File: src/rtl/i2c_cmd_sequencer.sv
// Command/response sequencer in front of an I2C master's req/done host port.
// Optional command timeout with a HALT state: define I2C_SEQ_TIMEOUT_EN.
module i2c_cmd_sequencer #(
  parameter int CMD_DEPTH      = 4,
  parameter int RSP_DEPTH      = 4,
  parameter int TIMEOUT_CYCLES = 65535
) (
  input  logic                       clk,
  input  logic                       rst,
  input  logic                       cmd_valid_i,
  output logic                       cmd_ready_o,
  input  logic                       cmd_rw_i,
  input  logic [6:0]                 cmd_addr_i,
  input  logic [7:0]                 cmd_data_i,
  input  logic                       flush_i,
  output logic                       rsp_valid_o,
  input  logic                       rsp_ready_i,
  output logic                       rsp_rw_o,
  output logic [7:0]                 rsp_data_o,
  output logic                       rsp_nack_o,
  output logic                       rsp_timeout_o,
  output logic                       busy_o,
  output logic [$clog2(CMD_DEPTH):0] cmd_count_o,
  output logic                       m_req_o,
  output logic                       m_rw_o,
  output logic [6:0]                 m_addr_o,
  output logic [7:0]                 m_data_o,
  input  logic [7:0]                 m_data_i,
  input  logic                       m_done_i,
  input  logic                       m_ack_error_i
);

  localparam int CAW = $clog2(CMD_DEPTH);
  localparam int RAW = $clog2(RSP_DEPTH);
  localparam logic [CAW:0] CMD_FULL = (CAW+1)'(CMD_DEPTH);
  localparam logic [RAW:0] RSP_FULL = (RAW+1)'(RSP_DEPTH);
`ifdef I2C_SEQ_TIMEOUT_EN
  localparam int RSP_W = 11;
`else
  localparam int RSP_W = 10;
`endif

  if (CMD_DEPTH < 2 || (CMD_DEPTH & (CMD_DEPTH - 1)) != 0) begin : g_bad_cmd_depth
    $error("CMD_DEPTH must be a power of 2 and at least 2");
  end
  if (RSP_DEPTH < 2 || (RSP_DEPTH & (RSP_DEPTH - 1)) != 0) begin : g_bad_rsp_depth
    $error("RSP_DEPTH must be a power of 2 and at least 2");
  end
  if (TIMEOUT_CYCLES < 1) begin : g_bad_timeout
    $error("TIMEOUT_CYCLES must be at least 1");
  end

  typedef enum logic [1:0] {S_IDLE, S_ISSUE, S_RELEASE, S_HALT} state_e;

  state_e           state_q, state_d;
  logic             m_req_q, m_req_d;
  logic             m_rw_q;
  logic [6:0]       m_addr_q;
  logic [7:0]       m_data_q;

  logic [15:0]      cmd_mem_q [CMD_DEPTH];
  logic [CAW-1:0]   cmd_wr_q, cmd_rd_q;
  logic [CAW:0]     cmd_cnt_q;
  logic             cmd_avail_q;
  logic             cmd_push, cmd_pop, cmd_full;

  logic [RSP_W-1:0] rsp_mem_q [RSP_DEPTH];
  logic [RAW-1:0]   rsp_wr_q, rsp_rd_q;
  logic [RAW:0]     rsp_cnt_q;
  logic             rsp_push, rsp_pop, rsp_full;
  logic [RSP_W-1:0] rsp_wdata;

  logic             issue_ok, tmo_hit;

  // Command FIFO: a freshly written entry becomes eligible one cycle after it lands
  assign cmd_full    = (cmd_cnt_q == CMD_FULL);
  assign cmd_ready_o = !cmd_full && !flush_i;
  assign cmd_push    = cmd_valid_i && cmd_ready_o;
  assign cmd_count_o = cmd_cnt_q;

  always_ff @(posedge clk) begin
    if (rst || flush_i) begin
      cmd_wr_q    <= '0;
      cmd_rd_q    <= '0;
      cmd_cnt_q   <= '0;
      cmd_avail_q <= 1'b0;
    end else begin
      if (cmd_push) cmd_wr_q <= cmd_wr_q + CAW'(1);
      if (cmd_pop)  cmd_rd_q <= cmd_rd_q + CAW'(1);
      cmd_cnt_q   <= cmd_cnt_q + {{CAW{1'b0}}, cmd_push} - {{CAW{1'b0}}, cmd_pop};
      cmd_avail_q <= (cmd_cnt_q != '0);
    end
  end

  always_ff @(posedge clk) begin
    if (cmd_push) cmd_mem_q[cmd_wr_q] <= {cmd_rw_i, cmd_addr_i, cmd_data_i};
  end

  // Response FIFO, first-word fall-through; outputs forced to zero while empty
  assign rsp_full    = (rsp_cnt_q == RSP_FULL);
  assign rsp_valid_o = (rsp_cnt_q != '0);
  assign rsp_pop     = rsp_valid_o && rsp_ready_i;

  always_ff @(posedge clk) begin
    if (rst) begin
      rsp_wr_q  <= '0;
      rsp_rd_q  <= '0;
      rsp_cnt_q <= '0;
    end else begin
      if (rsp_push) rsp_wr_q <= rsp_wr_q + RAW'(1);
      if (rsp_pop)  rsp_rd_q <= rsp_rd_q + RAW'(1);
      rsp_cnt_q <= rsp_cnt_q + {{RAW{1'b0}}, rsp_push} - {{RAW{1'b0}}, rsp_pop};
    end
  end

  always_ff @(posedge clk) begin
    if (rsp_push) rsp_mem_q[rsp_wr_q] <= rsp_wdata;
  end

  assign rsp_rw_o   = rsp_valid_o & rsp_mem_q[rsp_rd_q][RSP_W-1];
  assign rsp_data_o = rsp_valid_o ? rsp_mem_q[rsp_rd_q][RSP_W-2 -: 8] : 8'h00;
  assign rsp_nack_o = rsp_valid_o & rsp_mem_q[rsp_rd_q][RSP_W-10];
`ifdef I2C_SEQ_TIMEOUT_EN
  assign rsp_timeout_o = rsp_valid_o & rsp_mem_q[rsp_rd_q][0];
`else
  assign rsp_timeout_o = 1'b0;
`endif

  // Timeout counter runs only while a request is outstanding
`ifdef I2C_SEQ_TIMEOUT_EN
  logic [31:0] tmo_cnt_q;

  always_ff @(posedge clk) begin
    if (rst || state_q != S_ISSUE) tmo_cnt_q <= '0;
    else                           tmo_cnt_q <= tmo_cnt_q + 32'd1;
  end

  assign tmo_hit = (state_q == S_ISSUE) && (tmo_cnt_q == 32'(TIMEOUT_CYCLES - 1));
`else
  assign tmo_hit = 1'b0;
`endif

  // Reserving a response slot at issue time means a completion can never be dropped
  assign issue_ok = cmd_avail_q && (cmd_cnt_q != '0) && !rsp_full && !m_done_i && !flush_i;

  always_ff @(posedge clk) begin
    if (rst) state_q <= S_IDLE;
    else     state_q <= state_d;
  end

  always_comb begin
    state_d = state_q;
    unique case (state_q)
      S_IDLE:    if (issue_ok) state_d = S_ISSUE;
      S_ISSUE: begin
        if (m_done_i)     state_d = S_RELEASE;
        else if (tmo_hit) state_d = S_HALT;
      end
      S_RELEASE: if (!m_done_i) state_d = S_IDLE;
`ifdef I2C_SEQ_TIMEOUT_EN
      S_HALT:    if (flush_i) state_d = S_RELEASE;
`else
      S_HALT:    state_d = S_IDLE;
`endif
    endcase
  end

  always_comb begin
    cmd_pop   = 1'b0;
    rsp_push  = 1'b0;
    rsp_wdata = '0;
    m_req_d   = m_req_q;
    busy_o    = (state_q != S_IDLE);
    unique case (state_q)
      S_IDLE: begin
        if (issue_ok) begin
          cmd_pop = 1'b1;
          m_req_d = 1'b1;
        end
      end
      S_ISSUE: begin
        if (m_done_i) begin
          m_req_d  = 1'b0;
          rsp_push = 1'b1;
          rsp_wdata[RSP_W-1 -: 10] = {m_rw_q, (m_rw_q ? m_data_i : 8'h00), m_ack_error_i};
        end else if (tmo_hit) begin
          m_req_d   = 1'b0;
          rsp_push  = 1'b1;
          rsp_wdata = '1;
          rsp_wdata[RSP_W-1 -: 9] = {m_rw_q, 8'h00};
        end
      end
      default: ;
    endcase
  end

  always_ff @(posedge clk) begin
    if (rst) begin
      m_req_q  <= 1'b0;
      m_rw_q   <= 1'b0;
      m_addr_q <= '0;
      m_data_q <= '0;
    end else begin
      m_req_q <= m_req_d;
      if (cmd_pop) {m_rw_q, m_addr_q, m_data_q} <= cmd_mem_q[cmd_rd_q];
    end
  end

  assign m_req_o  = m_req_q;
  assign m_rw_o   = m_rw_q;
  assign m_addr_o = m_addr_q;
  assign m_data_o = m_data_q;

endmodule

File: config.mk
export PLATFORM = sky130hd
export DESIGN_NAME = i2c_cmd_sequencer
export DESIGN_NICKNAME = d
export VERILOG_FILES = /design/src/rtl/i2c_cmd_sequencer.sv
export SDC_FILE = /design/constraint.sdc
export NUM_CORES = 1
export LEC_CHECK = 0
export CAP_MARGIN = 30
export CORE_MARGIN = 5
export CORE_UTILIZATION = 50
export DETAILED_ROUTE_END_ITERATION = 8
export MAX_ROUTING_LAYER = met4
export PLACE_DENSITY = 0.7
export SLEW_MARGIN = 20
export SYNTH_ARGS = -nofsm -noshare
export SYNTH_HDL_FRONTEND = slang
export SYNTH_SLANG_ARGS = --single-unit
File: constraint.sdc
create_clock -name clk -period 3 [get_ports clk]
set_input_delay 0.3 -clock clk [delete_from_list [all_inputs] [get_ports clk]]
set_output_delay 0.3 -clock clk [all_outputs]
set_load 0.005 [all_outputs]
# --- After elaboration in Yosys (flattened, before gate mapping) ---
# Memories as Yosys holds them, arrays and structs flattened. A register that Yosys moved wholly into a read port is not among the register bits.
# Cells that the tools add are included.
totals:
  ramBits: 104
  word_cells: 69
  out_inout_bits: 34
  regBits: 18
  n_memories: 2
  input_bits: 31
op_classes:
  bitwise: 2
  n_eq_ne: 8
  add_sub_neg: 8
  reduce_logical: 19
  n_mux: 21
memory_table:
  columns: ["name", "words", "width", "rd", "rd_clocked_by_memory_dff", "wr", "line_no", "text"]
  rows:
  - ["cmd_mem_q", 4, 16, 1, 1, 1, "61", "logic [15:0] cmd_mem_q [CMD_DEPTH];"]
  - ["rsp_mem_q", 4, 10, 1, 1, 1, "67", "logic [RSP_W-1:0] rsp_mem_q [RSP_DEPTH];"]
ops:
  columns: ["op", "n"]
  rows:
  - ["$mux 10", 2]
  - ["$mux 8", 2]
  - ["$mux 1", 10]
  - ["$mux 2", 5]
  - ["$add 2x1->2 const B", 4]
  - ["$pmux 2 s4", 1]
  - ["$logic_and 1x1->1", 7]
  - ["$add 3x1->3", 2]
  - ["$eq 3x3->1 const B", 2]
  - ["$ne 2x2->1 const B", 3]
  - ["$reduce_and 3->1", 2]
  - ["$reduce_bool 3->1", 2]
  - ["$sub 3x1->3", 2]
  - ["$eq 2x2->1 const B", 2]
  - ["$logic_not 1->1", 4]
  - ["$reduce_bool 2->1", 2]
  - ["$and 1x1->1", 2]
  - ["$eq 2x1->1 const B", 1]
  - ["$logic_not 2->1", 1]
  - ["$pmux 1 s2", 1]
  - ["$logic_or 1x1->1", 1]

# --- Longest topological paths before layout ---
# Gate-level depths: netlist of the first run.
logic_depth:
  depth_word: 8
  depth_mapped: 11
  depth_no_buf: 11

# --- Least setup slack after synthesis of the first run ---
# No wires, ideal clock.
synth_path:
  path_type: "input to register"
  startpoint: "in m_done_i"
  endpoint: "reg cmd_cnt_q[2], in the netlist cmd_count_o[2]"
  path_stages: 11
  n_path_buf: 1
  path_slack_ns: 0.489
  t_arrival_ns: 2.385
  required_ns: 2.874
  setup_ns: 0.126
  cell_sequence: "or3b_4 nor4_4 buf_6 ha_1 inv_1 ha_1 inv_1 fa_1 xor2_1 xnor2_1 nor2_1"
synth_between:
  elab_chain_cells: 6
synth_lines:
  columns: ["element", "line_no", "text"]
  rows:
  - ["start, declared", "29", "input logic m_done_i,"]
  - ["$logic_not 1->1", null, null]
  - ["$logic_and 1x1->1 (2 in series)", "144", "assign issue_ok = cmd_avail_q && (cmd_cnt_q != '0) && !rsp_full && !m_done_i && !flush_i;"]
  - ["$mux 1", "176", "if (issue_ok) begin"]
  - ["$mux 1", "174", "unique case (state_q)"]
  - ["via cmd_pop", "65", "logic cmd_push, cmd_pop, cmd_full;"]
  - ["$sub 3x1->3", "90", "cmd_cnt_q <= cmd_cnt_q + {{CAW{1'b0}}, cmd_push} - {{CAW{1'b0}}, cmd_pop};"]
  - ["end signal, assigned", "90", null]
  - ["end, declared", "63", "logic [CAW:0] cmd_cnt_q;"]
# The timed path passes the listed nets, and every way through them passes these cells.
# A chain may end at the register's enable or synchronous reset.

==> run summary, run 1 <==
final setup margin: 526.8 ps
Wirelength per Cell: 17.85 µm
Tcrit/Tclk final: 82.44%
post-CTS sizing: 0
most common library cell in the layout ignoring fill and taps: edfxtp_1
# IOs: 65
routability congestion estimate from global placement: 0.7203
Mapped Area: 0.005479 mm²
first-iteration detailed-routing DRC count: 168
register area: 0.003844 mm²
Final setup violation count: 0
DIE AREA: 0.01315 mm²
via/cell ratio: 5.149
clock buffer depth: 2
H-tree depth: 4
max_cap viols: 0
reg2reg setup slack: 630 ps
max frequency: 404.3 MHz
Starting Density: 50.77%
status: completed
Die Width: 114.7 µm
Avg Cell Area, Syn: 17.07 µm²
pwr/cell area: 700.4 mW/mm²
first-pass GRT wire length: 15,760 µm
GRT Residual Overflow: 0
Clk pin slew, worst setup/hold paths: 60 ps
worst endpoint required time: 2700 ps
reg2reg start: state_q[0]
TritonCTS clock tree: done
CTS sink count: 140
n_diodes: 0
Nets: 444
arrival time at the worst endpoint: 2170 ps
vias in the first global route: 3,020
CP Capture Type: output port
Core ar.: 0.01079 mm²
Syn. warnings: 0
Cell variety after synth: 31
min-delay src: cmd_data_i[5]
final hold vios: 0
count of final max-slew check failures: 0
CTS Hold Bufs: 0
setup bufs post-CTS: 0
die height: 114.7 µm
synth-to-layout area growth: 25.42%
synthesized flop and latch total: 140
row count: 38
Post-Layout Cell Count: 552
critical path type: reg2out
Final Critical Period: 2473 ps
pre-CTS setup slack: 205.9 ps
Post-Route Setup TNS: 0 ps
max_slew headroom: 39.14%
largest net degree at the start of global routing: 29
DRC errors left: 0
Mapped Nets: 366
Tightest Pin Transition: 911.7 ps
layout cell share with drive strength beyond 1: 19.42%
CTS Buf Count: 17
initial antenna violation count: 0
CP max FO: 10
first drt pass iteration count: 5
Routed Antenna Nets: 0
Vias: 2,842
Core Util, Final: 63.67%
Syn Inst Count: 321
sequential area share after synthesis: 70.15%
Multi-input gate area: 0.001498 mm²
worst-skew pair later-pin latency: 500 ps
clock skew: 8.089 ps
RSZ-0062 raised after global routing: false
maximum VDD drop: 0.0004247 V
DP Cell Count: 520
Power Total: 0.004813 W
root buffer cell: clkbuf_8
Post-Route WL: 9854 µm
startpoint types: flop
leakage: 2.312 nW
Fillers: 795
GR Util All Layers: 16.47%
Post-DP HPWL: 6235 µm
most frequent cells in the layout: edfxtp_1, clkdlybuf4s50_1, dfxtp_1
Worst Hold Class: in2reg
I/O Buffers: 63
==> sequential cells by signal, summed over array words and instances, names as in the netlist, named ones only <==
name	count
rsp_mem_q	40
cmd_wr_q	2
cmd_avail_q	1
rsp_rd_q	2
cmd_count_o	3
rsp_wr_q	2
m_rw_o	1
cmd_rd_q	2
state_q	2
m_addr_o	7
m_data_o	8
rsp_cnt_q	3
m_req_o	1
cmd_mem_q	64
==> metal layers <==
layer | vias to the layer above | GRT usage [%] | share of wire [%]
met5 | - | - | 0
met4 | 0 | 5.305 | 1.1
met3 | 10 | 3.858 | 3.8
met2 | 58 | 28.13 | 54
met1 | 1432 | 19.28 | 41
li1 | 1342 | - | -
==> per-stage QoR <==
stage / hold WS (ps) / area, µm²
5_1_grt: 422.8 / 6872
6_report: 428.8 / 6872
4_1_cts: 413.8 / 6872
3_5_place_dp: 482.3 / 6286
3_3_place_gp: 474.9 / 6286
2_1_floorplan: 398.9 / 5479
==> layout make-up <==
cell class	count	share of cell area, %
repair buffers	74	10.38
inverters	15	0.8194
multi-input cells	151	21.80
well taps	140	2.549
clock buffers	18	6.227
clock inverters	14	2.294
flip-flops and latches	140	55.94
==> worst paths after layout <==
| check | end | cells past startpoint |
|---|---|---|
| max | rsp_data_o[1] | 4 |
| max reg2reg | rsp_cnt_q[2] | 10 |
| min | cmd_mem_q[3][5] | 1 |
| min reg2reg | m_addr_o[5] | 2 |
==> worst max-delay path: stages, from the launching register on <==
cell             delay [ps]
dfxtp_1                 300
buf_4                   230
mux4_2                  520
and2_1                  180
clkdlybuf4s50_1         440
==> cell families after synthesis <==
family          after synthesis  synth area share, %
compound gates                7               0.7992
xor+xnor                     10                1.599
fa+ha+maj                    14                3.471
buf+inv                      30                2.512
flops                       140                70.15
mux                          43                13.79
other cells                   1              0.06844
simple gates                 76                7.605
==> report_power, final <==
group          switching, W  leakage, nW  internal, W  total, W
Sequential        0.0000360         1.20      0.00212   0.00215
Combinational      0.000234        0.830     0.000391  0.000625
Clock              0.000811        0.287      0.00122   0.00203
==> synth_stat cells, drive strengths merged <==
cell type | instances | area share (%)
or3b | 1 | 0.21
a211oi | 2 | 0.27
nor2 | 32 | 2.2
nand3 | 1 | 0.091
ha | 12 | 2.7
dfxtp | 36 | 13
a31o | 1 | 0.16
nand2 | 2 | 0.14
conb | 1 | 0.068
xnor2 | 8 | 1.3
inv | 15 | 1.0
or2 | 2 | 0.23
clkbuf | 8 | 0.55
nor2b | 3 | 0.34
buf | 7 | 0.94
nor3b | 1 | 0.14
nor3 | 2 | 0.18
edfxtp | 104 | 57
and3 | 6 | 0.82
fa | 2 | 0.73
mux2i | 17 | 3.1
or3 | 1 | 0.11
nor4 | 1 | 0.39
xor2 | 2 | 0.32
and2 | 24 | 2.8
a21oi | 4 | 0.37
mux4 | 26 | 11
No activity file was read; power rests on OpenSTA's default activity.
==> inputs of run 2 (changes only) <==
--- a/config.mk
+++ b/config.mk
@@ -10,7 +10,7 @@
 export CORE_UTILIZATION = 50
 export DETAILED_ROUTE_END_ITERATION = 8
 export MAX_ROUTING_LAYER = met4
-export PLACE_DENSITY = 0.7
+export PLACE_DENSITY = 0.72
 export SLEW_MARGIN = 20
 export SYNTH_ARGS = -nofsm -noshare
 export SYNTH_HDL_FRONTEND = slang
==> constraint.sdc (replaced) <==
create_clock -name clk -period 2.15 [get_ports clk]
set_input_delay 0.215 -clock clk [delete_from_list [all_inputs] [get_ports clk]]
set_output_delay 0.215 -clock clk [all_outputs]
set_load 0.005 [all_outputs]
==> run 2 against run 1 <==
Compared with the run above:
- utilization is 2.7 points higher
- the run now ends with negative setup slack left
- clock power rose by 41%
- critical endpoint is now cmd_count_o[2]
- sequential cell count is the same
- cell area grew 4.2%
- count of clock-buffer cells in the layout grew 3
- combinational power grew 71%
- sequential share of layout area is 2.2 points lower
==> run summary, run 2 (same netlist as run 1, synthesis figures left out) <==
status: finished with violations
failing checks: negative setup slack
GRT Residual Overflow: 0 (unchanged)
CTS sink count: 140 (unchanged)
DIE AREA: 0.01315 mm² (unchanged)
worst endpoint required time: 2550 ps (-150 ps)
Tcrit/Tclk final: 104.5%
Power Total: 0.006943 W (+44%)
CTS Buf Count: 17 (unchanged)
switching pwr: 0.001468 W (+36%)
Routed Antenna Nets: 0 (unchanged)
Worst Hold Class: in2reg
Vias: 2,866 (+0.84%)
max reg flops: 64 (unchanged)
layout cell share with drive strength beyond 1: 26.23% (+6.8 points)
first-iteration detailed-routing DRC count: 144 (-14%)
clock skew: 9.067 ps (+0.9776 ps)
CP Capture Type: flop
leakage: 2.429 nW (+5.0%)
max frequency: 445.0 MHz
root buffer cell: clkbuf_8
worst-skew pair later-pin latency: 510 ps (about the same)
maximum VDD drop: 0.0005988 V (+41%)
pre-CTS setup slack: -514.5 ps (-720.4 ps)
RSZ-0062 raised after global routing: true
first drt pass iteration count: 4 (-1)
largest net degree at the start of global routing: 28 (-3.4%)
Starting Density: 50.77% (unchanged)
Final Cell Area: 0.007161 mm² (+4.2%)
Final Critical Period: 2247 ps
critical path type: reg2reg
DRC errors left: 0 (unchanged)
Most flops, register: cmd_mem_q
Die Width: 114.7 µm (unchanged)
startpoint types: flop
TritonCTS clock tree: done
via/cell ratio: 5.055 (-1.8%)
die height: 114.7 µm (unchanged)
clock buffer depth: 2 (unchanged)
Post-Route WL: 9661 µm (-2.0%)
Wirelength per Cell: 17.04 µm (-4.6%)
switch share: 21.15% (-1.3 points)
first-pass GRT wire length: 15,940 µm (+1.1%)
synth-to-layout area growth: 30.69%
H-tree depth: 4 (unchanged)
initial antenna violation count: 0 (unchanged)
Area after DPL: 0.006499 mm² (+3.4%)
vias in the first global route: 3,112 (+3.0%)
GR Util All Layers: 16.73% (+0.26 points)
Core ar.: 0.01079 mm² (unchanged)
final hold vios: 0 (unchanged)
pwr/cell area: 969.6 mW/mm² (+38%)
max_cap viols: 0 (unchanged)
routability congestion estimate from global placement: 0.7365 (+2.2%)
arrival time at the worst endpoint: 2650 ps (+480 ps)
Clock Power Share: 41.2% (-1.1 points)
row count: 38 (unchanged)
Clk pin slew, worst setup/hold paths: 60 ps (about the same)
cell-internal power: 0.005474 W (+47%)
I/O Buffers: 63 (unchanged)
CP max FO: 2 (-8)
CTS Hold Bufs: 0 (unchanged)
Nets: 459 (+3.4%)
most frequent cells in the layout: edfxtp_1, clkdlybuf4s50_1, dfxtp_1
count of final max-slew check failures: 0 (unchanged)
n_diodes: 0 (unchanged)
register share of total power: 43.4% (-1.4 points)
most common library cell in the layout ignoring fill and taps: edfxtp_1
Post-DP HPWL: 6077 µm (-2.5%)
combinational share of power: 15.4% (+2.4 points)
final setup margin: -97.05 ps (-623.8 ps)
Final setup violation count: 2 (+2)
# IOs: 65 (unchanged)
run 2: worst max-delay path, cell delays in order (launching register included):
cell     delay, ps
dfxtp_2        320
buf_6          110
nor3b_4        150
nor4_4         360
ha_4           250
inv_2           60
ha_4           120
inv_2           30
fa_2           370
xor2_2         160
xnor2_1        140
nor2_1          60
run 2: layout make-up:
type | count | area (µm²)
flip-flops and latches | 140 | 3849
fillers | 735 | 3632
multi-input cells | 151 | 1582
repair buffers | 89 | 907.1
clock buffers | 21 | 449.2
well taps | 140 | 175.2
clock inverters | 11 | 142.6
inverters | 15 | 56.30
run 2: power by group through the flow:
stage / Sequential [W] / Clock [W] / Combinational, W
floorplan: 0.00304 / 0 / 0.000554
global placement: 0.00304 / 0 / 0.000997
detailed placement: 0.00305 / 0 / 0.00101
CTS: 0.00302 / 0.00292 / 0.00110
global route: 0.00302 / 0.00306 / 0.00117
finish: 0.00302 / 0.00286 / 0.00107
run 2: timing repair:
item / CTS / global route
setup buffers: 1 / 0
gates resized for setup: 33 / 2
gates cloned: 1 / 0
pin swaps: 10 / 0
endpoints found under the setup margin: 12 / 4
run 2: routing by layer:
layer	global-route usage [%]	vias up	part of all wire, %
met2	28.06	60	53
met3	4.228	11	3.0
met4	5.701	0	1.1
met1	19.73	1427	43
li1	-	1368	-
met5	-	-	0
run 2: path summary, 6_finish.rpt:
kind                  from  cells past startpoint  slack (ps)               to
max           rsp_cnt_q[2]                     11        -100   cmd_count_o[2]
min          cmd_addr_i[1]                      1         340  cmd_mem_q[2][9]
max reg2reg   rsp_cnt_q[2]                     11        -100   cmd_count_o[2]
min reg2reg    m_addr_o[5]                      2         500      m_addr_o[5]
run 2: per-stage QoR:
stage	setup TNS (ps)	instances	hold WS [ps]	util (%)
floorplan	-418.8	321	313.9	-
global placement	-2288	534	476.6	60.21
detailed placement	-2890	534	490.1	60.21
CTS	-111.4	567	319.3	66.32
global route	-316.8	567	332.6	66.35
finish	-119.6	567	343.3	66.35
